### config.mk
export PLATFORM = sky130hd
export DESIGN_NAME = puf_launch_ctrl
export DESIGN_NICKNAME = d
export VERILOG_FILES = /design/src/rtl/puf_pkg.sv /design/src/rtl/puf_chal_lfsr.sv /design/src/rtl/puf_launch_ctrl.sv
export SDC_FILE = /design/constraint.sdc
export NUM_CORES = 1
export LEC_CHECK = 0
export ABC_CLOCK_PERIOD_IN_PS = 4050
export BUFFER_PORTS_ARGS = -buffer_cell sky130_fd_sc_hd__clkbuf_2
export CORE_MARGIN = 3
export CORE_UTILIZATION = 40
export DETAILED_ROUTE_END_ITERATION = 10
export HOLD_SLACK_MARGIN = 0.1
export PLACE_DENSITY = 0.73
export SLEW_MARGIN = 5
export SYNTH_ARGS = -nofsm -noshare
export SYNTH_HDL_FRONTEND = slang
export SYNTH_SLANG_ARGS = --single-unit
### constraint.sdc
create_clock -name clk -period 4.05 [get_ports clk]
set_clock_uncertainty 0.15 [all_clocks]
set_input_delay 0.81 -clock clk [delete_from_list [all_inputs] [get_ports clk]]
set_output_delay 0.81 -clock clk [all_outputs]
set_load 0.1 [all_outputs]
### src/rtl/puf_pkg.sv
// Shared definitions for the arbiter-PUF launch controller: FSM states and
// the challenge LFSR constants.
package puf_pkg;

    typedef enum logic [2:0] {
        IDLE,
        SETTLE,
        FIRE,
        SAMPLE,
        DONE
    } puf_state_t;

    localparam logic [63:0] CHAL_TAPS    = 64'hD800_0000_0000_0000;
    localparam logic [63:0] CHAL_NONZERO = 64'h1;

endpackage

### src/rtl/puf_chal_lfsr.sv
// One combinational step of the right-shifting Galois LFSR that walks the
// PUF challenge sequence.
module puf_chal_lfsr #(
    parameter int CHAL_W = 64
) (
    input  logic [CHAL_W-1:0] cur,
    output logic [CHAL_W-1:0] nxt
);
    import puf_pkg::*;

    // The MSB tap guarantees a nonzero state never steps into all-zero.
    localparam logic [CHAL_W-1:0] TAPS = CHAL_TAPS[CHAL_W-1:0];

    always_comb begin
        nxt = (cur >> 1) ^ (cur[0] ? TAPS : '0);
    end

endmodule

### src/rtl/puf_launch_ctrl.sv
// Drives challenge/launch timing for an arbiter PUF and collects one
// synchronized response bit per challenge into a response word.
module puf_launch_ctrl #(
    parameter int CHAL_W      = 64,
    parameter int RESP_W      = 32,
    parameter int SETTLE_CYC  = 4,
    parameter int CAPTURE_CYC = 4
) (
    input  logic              clk,
    input  logic              rst,
    input  logic              chal_valid,
    output logic              chal_ready,
    input  logic [CHAL_W-1:0] chal_seed,
    output logic [CHAL_W-1:0] puf_challenge,
    output logic              puf_launch,
    input  logic              puf_resp,
    output logic              resp_valid,
    input  logic              resp_ready,
    output logic [RESP_W-1:0] resp_data,
    output logic              busy
);
    import puf_pkg::*;

    localparam int               CNT_W        = (RESP_W > 1) ? $clog2(RESP_W) : 1;
    localparam logic [CNT_W-1:0] LAST_BIT     = CNT_W'(RESP_W - 1);
    localparam logic [7:0]       SETTLE_LAST  = 8'(SETTLE_CYC - 1);
    localparam logic [7:0]       CAPTURE_LAST = 8'(CAPTURE_CYC - 1);

    puf_state_t        state, state_nxt;
    logic [7:0]        timer, timer_nxt;
    logic [CNT_W-1:0]  bit_cnt, cnt_nxt;
    logic [CHAL_W-1:0] chal_q, chal_nxt, lfsr_out;
    logic [RESP_W-1:0] shift_q, shift_nxt;
    logic              resp_meta, resp_sync;

    puf_chal_lfsr #(.CHAL_W(CHAL_W)) u_lfsr (
        .cur (chal_q),
        .nxt (lfsr_out)
    );

    always_ff @(posedge clk) begin
        if (rst) begin
            state     <= IDLE;
            timer     <= '0;
            bit_cnt   <= '0;
            chal_q    <= '0;
            shift_q   <= '0;
            resp_meta <= 1'b0;
            resp_sync <= 1'b0;
        end else begin
            state     <= state_nxt;
            timer     <= timer_nxt;
            bit_cnt   <= cnt_nxt;
            chal_q    <= chal_nxt;
            shift_q   <= shift_nxt;
            resp_meta <= puf_resp;
            resp_sync <= resp_meta;
        end
    end

    // Challenge only moves on acceptance or when leaving SAMPLE, so it is
    // always stable while the launch edge is in flight.
    always_comb begin
        state_nxt = state;
        timer_nxt = timer;
        cnt_nxt   = bit_cnt;
        chal_nxt  = chal_q;
        shift_nxt = shift_q;
        case (state)
            IDLE: begin
                if (chal_valid) begin
                    chal_nxt  = (chal_seed == '0) ? CHAL_NONZERO[CHAL_W-1:0] : chal_seed;
                    cnt_nxt   = '0;
                    timer_nxt = '0;
                    state_nxt = SETTLE;
                end
            end
            SETTLE: begin
                if (timer == SETTLE_LAST) begin
                    timer_nxt = '0;
                    state_nxt = FIRE;
                end else begin
                    timer_nxt = timer + 8'd1;
                end
            end
            FIRE: begin
                if (timer == CAPTURE_LAST) begin
                    timer_nxt = '0;
                    state_nxt = SAMPLE;
                end else begin
                    timer_nxt = timer + 8'd1;
                end
            end
            SAMPLE: begin
                shift_nxt             = shift_q >> 1;
                shift_nxt[RESP_W-1]   = resp_sync;
                if (bit_cnt == LAST_BIT) begin
                    state_nxt = DONE;
                end else begin
                    cnt_nxt   = bit_cnt + CNT_W'(1);
                    chal_nxt  = lfsr_out;
                    state_nxt = SETTLE;
                end
            end
            DONE: begin
                if (resp_ready) begin
                    state_nxt = IDLE;
                end
            end
            default: state_nxt = IDLE;
        endcase
    end

    assign chal_ready    = (state == IDLE);
    assign busy          = (state != IDLE);
    assign puf_launch    = (state == FIRE) || (state == SAMPLE);
    assign resp_valid    = (state == DONE);
    assign resp_data     = shift_q;
    assign puf_challenge = chal_q;

endmodule

==> metrics <==
Diodes inserted 0; yosys warns 0; CP Capture Type output port; CTS tree yes; hpwl dp 9540 µm; 1st-iter DRT viols 495; setup TNS 0 ns; Req. time, crit path 3.09 ns; FP Rows 39; DRC violation count after routing 0; post_cts resized 0; Tot GR Track Use 19.8%; CP endpoint resp_valid; Chip Width 117 µm; Power Density 557 mW/mm²; core area 0.0117 mm²; share of the synthesized area in the top cell type 46.3%; Final Max Tran Viols 0; reg2reg setup slack 1.49 ns; most common cell in the netlist nand2_1; initial antenna violation count 0; startpoint of the most critical setup path state[2]; Syn Area/Cell 7.87 µm²; DR pass1 iterations 5; overall via count from detail_route 5025; RR Startpoint bit_cnt[0]; CTS Buf Count 17; Syn Std Cell Area 0.00493 mm²; ys async rst share 0%; Die Height 117 µm; first-pass GRT wire length 21600 µm; FF+latch count, synth 114; total wire length 13800 µm; area grow syn2layout 28.6%; Fmax 0.347 GHz; Worst slew margin 23.6%; CP startpoint kind flop; number of synthesized flops with an enable pin 0; peak supply drop 324 µV; largest net degree at the start of global routing 127; Top Ports 169; Net Count, Synth 698; H-Tree Level Count 4; layout cells sized above 1 26.4%; max-cap violation count 0; post-synthesis sequential area ratio 46.3%; RSZ-0062 raised after global routing no; fin nets 838; Tcrit/Tclk final 71.1%; WS Path Type reg -> out; Clock Sinks 114; Reg-to-Reg End puf_challenge[26]; clk slew on worst S/H paths 0.05 ns; setup ws final 1.17 ns; hold buffer count at CTS 0; Final Hold Viols 0; Port Buffer Count 168; WL/cell 15.0 µm; grt ovf 0; postcts setup bufs 0; Gate Count Post-Synth 626; commonest cells in the netlist nand2_1, dfxtp_1, nor2_1; top_reg_cell synth dfxtp_1; r2r worst-path depth 8; post-route ant nets 0; Arrival @ worst endpoint 1.92 ns; P_leak 2.69 nW; number of global-route vias before repair 4489; crit path max fanout 13; vias per cell 5.45; GPL Wtd Cong 0.865; Hold/Removal Path Class reg -> reg; Final Critical Period 2.88 ns; Place WS 1.45 ns; Worst Tran Pin Value 1.15 ns; outcome finished, final reports clean; Clock Tree Root clkbuf_16; dominant cell type by area after synthesis dfxtp_1; die area 0.0137 mm²; Area contributors post-synth dfxtp_1, nand2_1, a311oi_1; Initial Utilization 42.1%; Setup-failing EPs final 0; Max Buffers Root-to-Sink 2; synth unique cells 43; clock latency on the worst-skew pair 0.41 ns
[state kept, by name, summed over array words and instances (netlist names)]
signal and flops:
puf_challenge 64, state 3, resp_meta 1, timer 8, bit_cnt 5, resp_sync 1, resp_data 32
[layout by cell type (no fill, tap or decap), drive strengths merged, types with 6 or more instances in the layout]
cell type and count:
nor4 18, clkbuf 196, dfxtp 114, nor2 70, xnor2 6, a21oi 44, a311oi 61, nand2 197
nor3 6, nand3 6
[power breakdown]
group / internal, mW / switching (mW) / leakage [nW] / total (mW)
logic: 0.145 / 0.678 / 1.46 / 0.822
clock network: 0.972 / 0.473 / 0.294 / 1.45
registers: 1.20 / 0.0672 / 0.934 / 1.26
total: 2.31 / 1.22 / 2.69 / 3.53
[cells by family after synthesis]
family	share of synthesized area (%)
and+or+nand+nor	27.6
muxes	0.431
buffers and inverters	5.46
xor gates and xnor gates	1.60
DFF	46.3
AOI/OAI and AO/OA	17.9
adders and majority gates	0.762
[per-stage QoR]
step | utilization, % | area, µm² | hold WS (ns) | std cells | power [mW]
final | 54.1 | 6340 | 0.283 | 922 | 3.53
after global routing | 54.1 | 6340 | 0.323 | 922 | 3.66
after CTS | 54.1 | 6340 | 0.286 | 922 | 3.56
after detailed placement | 49.1 | 5750 | 0.275 | 890 | 2.11
after global placement | 49.1 | 5750 | 0.271 | 890 | 2.10
after floorplan | - | 4930 | 0.264 | 626 | 1.96
[area by class of cell]
cell class,instances,area (µm²)
clock buffer,29,551
timing repair buffer,172,886
fill,1077,5370
multi-input combinational,457,2390
inverter,4,15.0
clock inverter,3,40.0
tap,143,179
sequential,114,2280
[worst max-delay path, stage by stage, from the launching register on]
cell,delay [ns]
dfxtp_1,0.61
nor3b_1,0.37
clkbuf_2,0.53
[per-layer routing]
| metal | track usage, % | routed length (µm) |
|---|---|---|
| met1 | 25.7 | 6050 |
| met2 | 31.4 | 6430 |
| met3 | 6.27 | 1150 |
| met4 | 6.50 | 169 |
| met5 | 0 | 0 |
[worst min path at each step]
stage,start,endpoint,slack (ns),cells after the start
global placement,resp_meta,resp_sync,0.27,1
CTS,resp_meta,resp_sync,0.29,1
global route,resp_meta,resp_sync,0.32,1
floorplan,resp_meta,resp_sync,0.26,1
detailed placement,resp_meta,resp_sync,0.27,1
finish,resp_meta,resp_sync,0.28,1
No activity file was read; power rests on OpenSTA's default activity.
